$ cat src/rtl/mult_pkg.sv
// ----------------------------------------------------------------------------
// mult_pkg
// Shared definitions for the shift-and-add multiplier slice:
//   - MULT_W      : default operand width (product is 2*MULT_W bits)
//   - MULT_CNT_W  : bit-counter width for the default operand width
//   - state_t     : controller state encoding (IDLE / BUSY / DONE)
//   - countWidth  : helper giving the counter width for any operand width
// ----------------------------------------------------------------------------
package mult_pkg;

    localparam int MULT_W     = 8;
    localparam int MULT_CNT_W = $clog2(MULT_W) + 1;

    typedef enum logic [1:0] {
        ST_IDLE = 2'b00,
        ST_BUSY = 2'b01,
        ST_DONE = 2'b10
    } state_t;

    // One extra bit over $clog2 so the counter can represent WIDTH itself.
    function automatic int countWidth(input int width);
        return $clog2(width) + 1;
    endfunction

endpackage

$ cat src/rtl/mult_datapath.sv
// ----------------------------------------------------------------------------
// mult_datapath
// Shift registers, accumulator adder and bit counter for the sequential
// shift-and-add multiplier. Sequenced by the FSM in shift_add_multiplier.
//
// Ports:
//   clk_i       clock, rising edge
//   rst_i       asynchronous active-high reset
//   load_i      capture operands, clear accumulator and counter
//   step_i      process one multiplier bit
//   op1_i       multiplicand (WIDTH bits)
//   op2_i       multiplier   (WIDTH bits)
//   stepAcc_o   accumulator value after the current step (2*WIDTH bits)
//   lastStep_o  current step is the final one
//
// Optional build macro: MULT_EARLY_EXIT_EN -- the last step is also flagged
// as soon as the shifted multiplier becomes zero.
// ----------------------------------------------------------------------------
module mult_datapath
    import mult_pkg::*;
#(
    parameter int WIDTH = MULT_W
) (
    input  logic                 clk_i,
    input  logic                 rst_i,
    input  logic                 load_i,
    input  logic                 step_i,
    input  logic [WIDTH-1:0]     op1_i,
    input  logic [WIDTH-1:0]     op2_i,
    output logic [2*WIDTH-1:0]   stepAcc_o,
    output logic                 lastStep_o
);

    localparam int CW = countWidth(WIDTH);

    logic [2*WIDTH-1:0] mcandQ,  mcandD;
    logic [WIDTH-1:0]   mplierQ, mplierD;
    logic [2*WIDTH-1:0] accQ,    accD;
    logic [CW-1:0]      countQ,  countD;

    logic [2*WIDTH-1:0] accSum;
    logic [WIDTH-1:0]   mplierShift;

    // The multiplicand is pre-extended to 2*WIDTH bits and shifted left
    // each step, so the running sum can never overflow the accumulator.
    always_comb begin
        accSum      = accQ + (mplierQ[0] ? mcandQ : '0);
        mplierShift = mplierQ >> 1;
    end

    // Next-state for the shift registers, accumulator and counter.
    always_comb begin
        mcandD  = mcandQ;
        mplierD = mplierQ;
        accD    = accQ;
        countD  = countQ;
        if (load_i) begin
            mcandD  = {{WIDTH{1'b0}}, op1_i};
            mplierD = op2_i;
            accD    = '0;
            countD  = '0;
        end else if (step_i) begin
            mcandD  = mcandQ << 1;
            mplierD = mplierShift;
            accD    = accSum;
            countD  = countQ + CW'(1);
        end
    end

    // Datapath registers.
    always_ff @(posedge clk_i or posedge rst_i) begin
        if (rst_i) begin
            mcandQ  <= '0;
            mplierQ <= '0;
            accQ    <= '0;
            countQ  <= '0;
        end else begin
            mcandQ  <= mcandD;
            mplierQ <= mplierD;
            accQ    <= accD;
            countQ  <= countD;
        end
    end

    // Final-step detection; early exit ends once no set multiplier bits remain.
    always_comb begin
        stepAcc_o = accSum;
`ifdef MULT_EARLY_EXIT_EN
        lastStep_o = (mplierShift == '0) || (countQ == CW'(WIDTH - 1));
`else
        lastStep_o = (countQ == CW'(WIDTH - 1));
`endif
    end

endmodule

$ cat src/rtl/shift_add_multiplier.sv
// ----------------------------------------------------------------------------
// shift_add_multiplier
// Sequential WIDTH x WIDTH unsigned shift-and-add multiplier with a 4-phase
// Multiply / MultDone handshake toward the accumulator controller.
//
// Ports:
//   clk                input   system clock, rising edge
//   reset              input   asynchronous active-high reset
//   MultiplicationOp1  input   multiplicand (WIDTH bits)
//   MultiplicationOp2  input   multiplier   (WIDTH bits)
//   Multiply           input   level request, held for the whole operation
//   Product            output  registered 2*WIDTH-bit result
//   MultBusy           output  high while computing
//   MultDone           output  high while result valid and Multiply high
//
// Optional build macro: MULT_EARLY_EXIT_EN -- finish as soon as the remaining
// multiplier bits are all zero (latency 1..WIDTH instead of always WIDTH).
// ----------------------------------------------------------------------------
module shift_add_multiplier
    import mult_pkg::*;
#(
    parameter int WIDTH = MULT_W
) (
    input  logic                 clk,
    input  logic                 reset,
    input  logic [WIDTH-1:0]     MultiplicationOp1,
    input  logic [WIDTH-1:0]     MultiplicationOp2,
    input  logic                 Multiply,
    output logic [2*WIDTH-1:0]   Product,
    output logic                 MultBusy,
    output logic                 MultDone
);

    state_t             stateQ,   stateD;
    logic [2*WIDTH-1:0] productQ, productD;
    logic               busyQ,    busyD;
    logic               doneQ,    doneD;

    logic               loadDp;
    logic               stepDp;
    logic [2*WIDTH-1:0] stepAcc;
    logic               lastStep;

    mult_datapath #(
        .WIDTH (WIDTH)
    ) uDatapath (
        .clk_i      (clk),
        .rst_i      (reset),
        .load_i     (loadDp),
        .step_i     (stepDp),
        .op1_i      (MultiplicationOp1),
        .op2_i      (MultiplicationOp2),
        .stepAcc_o  (stepAcc),
        .lastStep_o (lastStep)
    );

    // Controller next-state. Dropping Multiply while BUSY aborts and leaves
    // Product untouched; DONE waits for Multiply to drop so a held request
    // never restarts the unit.
    always_comb begin
        stateD   = stateQ;
        productD = productQ;
        busyD    = busyQ;
        doneD    = doneQ;
        loadDp   = 1'b0;
        stepDp   = 1'b0;
        case (stateQ)
            ST_IDLE: begin
                if (Multiply) begin
                    stateD = ST_BUSY;
                    busyD  = 1'b1;
                    loadDp = 1'b1;
                end
            end
            ST_BUSY: begin
                if (!Multiply) begin
                    stateD = ST_IDLE;
                    busyD  = 1'b0;
                end else begin
                    stepDp = 1'b1;
                    if (lastStep) begin
                        stateD   = ST_DONE;
                        productD = stepAcc;
                        busyD    = 1'b0;
                        doneD    = 1'b1;
                    end
                end
            end
            ST_DONE: begin
                if (!Multiply) begin
                    stateD = ST_IDLE;
                    doneD  = 1'b0;
                end
            end
            default: begin
                stateD = ST_IDLE;
                busyD  = 1'b0;
                doneD  = 1'b0;
            end
        endcase
    end

    // Controller state and registered outputs.
    always_ff @(posedge clk or posedge reset) begin
        if (reset) begin
            stateQ   <= ST_IDLE;
            productQ <= '0;
            busyQ    <= 1'b0;
            doneQ    <= 1'b0;
        end else begin
            stateQ   <= stateD;
            productQ <= productD;
            busyQ    <= busyD;
            doneQ    <= doneD;
        end
    end

    assign Product  = productQ;
    assign MultBusy = busyQ;
    assign MultDone = doneQ;

endmodule

$ cat config.mk
export PLATFORM = sky130hd
export DESIGN_NAME = shift_add_multiplier
export DESIGN_NICKNAME = d
export VERILOG_FILES = /design/src/rtl/mult_pkg.sv /design/src/rtl/mult_datapath.sv /design/src/rtl/shift_add_multiplier.sv
export SDC_FILE = /design/constraint.sdc
export NUM_CORES = 1
export LEC_CHECK = 0
export CAP_MARGIN = 40
export CORE_AREA = 3 3 112 114
export CTS_CLUSTER_DIAMETER = 120
export DETAILED_ROUTE_END_ITERATION = 8
export DIE_AREA = 0 0 115 117
export DONT_BUFFER_PORTS = 1
export HOLD_SLACK_MARGIN = 0.05
export SYNTH_ARGS = -nofsm -noshare
export SYNTH_HDL_FRONTEND = slang
export SYNTH_SLANG_ARGS = --single-unit
$ cat constraint.sdc
create_clock -name clk -period 2.8 [get_ports clk]
set_input_delay 0.14 -clock clk [delete_from_list [all_inputs] [get_ports clk]]
set_output_delay 0.14 -clock clk [all_outputs]
set_load 0.005 [all_outputs]
Word-level counts from Yosys, hierarchy flattened:

Cells that the tools add are included.

* register bits: 64
* memories: 0
* memory bits (read-only): 0
* latch bits: 0
* bits in writable memories: 0
* logic and storage cells: 51

* equality and inequality tests: 8
* $mul: 0
* magnitude comparators: 0
* shifts and indexed selects: 0
* $add $sub $neg: 2
* div/mod/pow operators: 0
* bitwise logic cells: 2
* multiplexer cells: 25
* reductions and logical operators: 6

Operator list (count)
* 16-bit two-way mux: 5
* 16-bit adder: 1
* 8-bit two-way mux: 2
* 1-bit two-way mux: 9
* 3-bit AND reduction: 3
* 2-bit two-way mux: 4
* 4-bit two-way mux: 2
* 2-bit inequality test (second input constant): 4
* 1-bit case mux with 3 select lines: 2
* 2-bit case mux with 3 select lines: 1
* 4-bit by 1-bit adder with 4-bit output (second input constant): 1
* 4-bit by 3-bit equality test with 1-bit output (second input constant): 1
* 4-bit AND reduction: 1
* 3-bit inequality test (second input constant): 1
* 2-bit by 1-bit equality test with 1-bit output (second input constant): 1
* 2-bit equality test (second input constant): 1
* 2-bit zero test: 1
* 1-bit NOT: 2
* 2-bit nonzero test: 1

Depth between registers and ports, before layout:

* word-level depth: 4
* gate-level depth with buffers: 10
* depth with buffers taken out: 9

By module:

Synthesis repeated with hierarchy kept, for this count alone.

* cell total of the unflattened synthesis: 358
* area total of the unflattened synthesis: 3677.3 um^2

Modules (own cells, without submodules)
* mult_datapath: cells an instance 304, instances 1, area an instance 2839.0 um^2
* shift_add_multiplier: cells an instance 54, instances 1, area an instance 838.3 um^2

Worst setup path before layout:

Ideal clock, no wire load.

* kind: reg-to-reg
* from: register uDatapath.mplierQ[0]
* to: register productQ[14] (netlist: Product[14])
* data arrival time: 2494 ps
* library setup time: 125 ps
* stages on the path, launching flop included: 11
* path slack: 181 ps
* buffers on the path: 1
* period minus slack after synthesis: 2619 ps
* required time: 2675 ps
* cell sequence: dfrtp_1 > clkbuf_1 > and2_1 > ha_1 > fa_1 > a21oi_1 > o21ai_0 > a211oi_1 > o31ai_1 > xor2_1 > mux2_2

* cells in the longest elaborated chain, start to end: 2

RTL lines
* start, declared: line mult_datapath.sv:37 `logic [WIDTH-1:0] mplierQ, mplierD;`
* start signal, assigned: line mult_datapath.sv:79 `mplierQ <= mplierD;`
* 16-bit two-way mux: line mult_datapath.sv:47 `accSum = accQ + (mplierQ[0] ? mcandQ : '0);`
* 16-bit adder: line mult_datapath.sv:47
* end signal, assigned: line shift_add_multiplier.sv:112 `productQ <= productD;`
* end, declared: line shift_add_multiplier.sv:35 `logic [2*WIDTH-1:0] productQ, productD;`

Every way passes these cells.
A chain may end at the register's enable or synchronous reset.

Final worst setup path:

* from: register uDatapath.mplierQ[0]
* to: register productQ[8] (netlist: Product[8])

The elaborated chain is that of the path after synthesis.

==> flow_metrics.py <==
metrics = {
    "power": {
        "switchingPower_uw": 632.4,
        "p_int_mw": 1.998,
        "sw_frac_of_total_pct": 24.04,
        "power_frac_seq_pct": 40.8,
        "p_per_area_nw_per_um2": 643.9,
        "comb_power_share_pct": 12.3,
        "power.share.clock_pct": 46.9,
        "ir_worst_vdd_mv": 0.3029,
        "p_leak_nw": 1.946,
    },
    "final_layout": {
        "diodes": 0,
        "stdcell_count": 536,
        "nets": 424,
        "finish.instance_area_sq_um": 4085,
        "n_fill_cell": 1171,
        "drive_gt1_share_pct": 9.669,
        "syn2layout_area_growth_pct": 22.24,
        "layout_common_cells": "nand2_1, dfrtp_1, o21ai_0",
        "multi_input_area_sq_um": 1668,
        "seqCellArea_sq_um": 1602,
        "layout_commonest_cell": "nand2_1",
    },
    "placement": {
        "numPortBuffers": 0,
        "dp_hpwl_um": 5640,
        "placed_cells": 503,
        "place_congestion": 0.8940,
        "dpl_cell_area_sq_um": 3576,
    },
    "synthesis": {
        "synth_edf_count": 0,
        "ys_seq_elements": 64,
        "synthFlopType": "dfrtp_1",
        "synth_cell_types": 39,
        "synth.net_count": 398,
        "syn_inst": 362,
        "async_flop_share_pct": 100.0,
        "syn_avg_cell_area_sq_um": 9.232,
        "ys_seq_area_share_pct": 47.92,
        "synth_area_sq_um": 3342,
        "yosys_warnings": 0,
    },
    "floorplan": {
        "core_region_area_sq_um": 11520,
        "die_h_um": 117,
        "die_w_um": 115,
        "start_util_pct": 29.02,
        "die-area_sq_um": 13460,
        "num_rows": 39,
        "ios": 37,
    },
    "detailed_routing": {
        "drc": 0,
        "wl_per_cell_um": 14.36,
        "viasPerCell": 4.899,
        "ant_nets": 0,
        "drt_first_pass_iters": 4,
        "vias": 2626,
        "drt_iter0_drc": 85,
        "finalWirelength_um": 7699,
    },
    "clock_network": {
        "insertion_delay_ns": 0.33,
        "cts_sinks": 64,
        "cts_tree": "done",
        "cts_setup_buffers": 0,
        "path_clk_slew_ns": 0.05,
        "cts_made_buffers": 9,
        "root_buffer": "clkbuf_16",
        "cts_buffer_depth": 2,
        "htreeDepth": 3,
    },
    "worst_setup_path": {
        "cp_data_arrival_time_ns": 2.79,
        "cp_data_required_time_ns": 3.01,
        "cp-start-kind": "register",
        "path_class": "register to register",
        "crit_fanout": 4,
        "crit_path_end_kind": "register",
    },
    "timing": {
        "max_freq_mhz": 387.7,
        "fin_crit_sh_pct": 92.12,
        "drv_slew": 0,
        "final-hold-violation-count": 0,
        "final-setup-viol-count": 0,
        "relSlewSlack_pct": 54.20,
        "fin_crit_ns": 2.579,
        "whs_ns": 0.04017,
        "setup_tns_ns": 0,
        "worst_slew_pin_slew_ns": 0.6844,
        "worst_clock_skew_ns": 0.006143,
        "grt_setup_unrepaired": "no",
    },
    "grt": {
        "antenna_found_initial": 0,
        "grt-ovfl-total": 0,
        "grt_max_degree": 43,
        "grtUsageTotal_pct": 12.38,
        "grt_pass1_vias": 2583,
        "grt_pass1_wl_um": 13140,
    },
    "worst_hold_path": {
        "hold_path.class": "primary input to register",
    },
    "run_status": {
        "status": "finished clean",
    },
    "job": {
        "max_cap_viol_count": 0,
    },
}
-- sequential cells by signal (all words and copies together), names as in the netlist --
register           count
Product               16
MultDone               1
uDatapath.mcandQ      16
uDatapath.countQ       4
MultBusy               1
uDatapath.accQ        16
stateQ                 2
uDatapath.mplierQ      8
-- final cells by class --
cell class	count	area share, %
clock inverter	2	1.470
multi-input combinational	277	40.83
clock buffer	14	6.708
sequential	64	39.20
tap	143	4.380
timing repair buffer	28	6.677
inverter	8	0.7351
-- worst max-delay path, cell delays in order, from the launching register on --
cell	delay (ns)
dfrtp_1	0.39
and2_1	0.17
ha_1	0.21
fa_1	0.42
a21oi_1	0.21
o21ai_0	0.18
a21oi_1	0.27
o21ai_0	0.15
xor2_1	0.19
mux2_2	0.28
-- logic make-up after synthesis --
kind of cell	count (synthesis)	share of synthesized area, %
muxes	19	5.840
AOI/OAI and AO/OA	89	15.54
DFF	64	47.92
and+or+nand+nor	140	18.57
adders and majority gates	17	6.589
buffers and inverters	21	2.396
xor gates and xnor gates	12	3.145
-- cell usage after synthesis (2+ instances only) --
master	number	share of area, %
a21o_2	2	0.52
a21oi_1	22	3.3
a22o_1	5	1.3
and2_1	17	3.2
buf_1	3	0.34
clkbuf_1	9	1.0
dfrtp_1	64	48
ha_1	16	6.0
inv_1	7	0.79
mux2_2	4	1.3
mux2i_1	15	4.5
nand2_1	82	9.2
nand3_1	14	2.1
nor2_1	10	1.1
nor2b_1	2	0.37
nor3_1	6	0.90
o21ai_0	43	6.4
o21ai_1	2	0.30
o21bai_1	3	0.67
o31ai_1	3	0.67
or2_2	2	0.37
or3_1	4	0.75
xnor2_1	7	1.8
xor2_1	5	1.3
-- stage by stage --
step                setup slack, ns  util, %  power, mW
floorplan                    0.1809        -      1.297
global placement             0.2102    30.81      1.375
detailed placement           0.1784    31.05      1.394
CTS                          0.1580    35.43      2.656
global route                0.01027    35.47      2.764
finish                       0.2205    35.47      2.630
-- path summary, 6_finish.rpt --
| path | from | to | slack (ns) | depth (start not counted) |
|---|---|---|---|---|
| hold reg to reg | uDatapath.mcandQ[15] | uDatapath.mcandQ[15] | 0.47 | 2 |
| max in group asynchronous | reset | uDatapath.accQ[7] | 1.92 | 3 |
| setup / recovery | uDatapath.mplierQ[0] | Product[8] | 0.22 | 9 |
| setup reg to reg | uDatapath.mplierQ[0] | Product[8] | 0.22 | 9 |
| hold / removal | MultiplicationOp2[0] | uDatapath.mplierQ[0] | 0.04 | 2 |
| min in group asynchronous | reset | Product[4] | 0.32 | 2 |
-- layer usage --
layer | vias up | global-route usage, % | wire, um
met4 | 0 | 5.869 | 182
met2 | 67 | 18.40 | 3354
met5 | - | 0 | 0
met1 | 1239 | 16.94 | 3754
met3 | 13 | 3.085 | 407
li1 | 1307 | - | -
-- what timing repair did --
action                                  in CTS  in global routing
hold endpoints to repair                    35                  0
resized for setup                            0                  1
hold buffers                                17                  0
endpoints found under the setup margin       0                  4
-- power groups by stage --
stage / combinational (mW) / clock (mW) / sequential [mW]
after floorplan: 0.228 / 0 / 1.07
after global placement: 0.288 / 0 / 1.09
after detailed placement: 0.304 / 0 / 1.09
after CTS: 0.324 / 1.26 / 1.08
after global routing: 0.371 / 1.31 / 1.09
final: 0.322 / 1.23 / 1.07
Power figures use the tool's default switching activity.
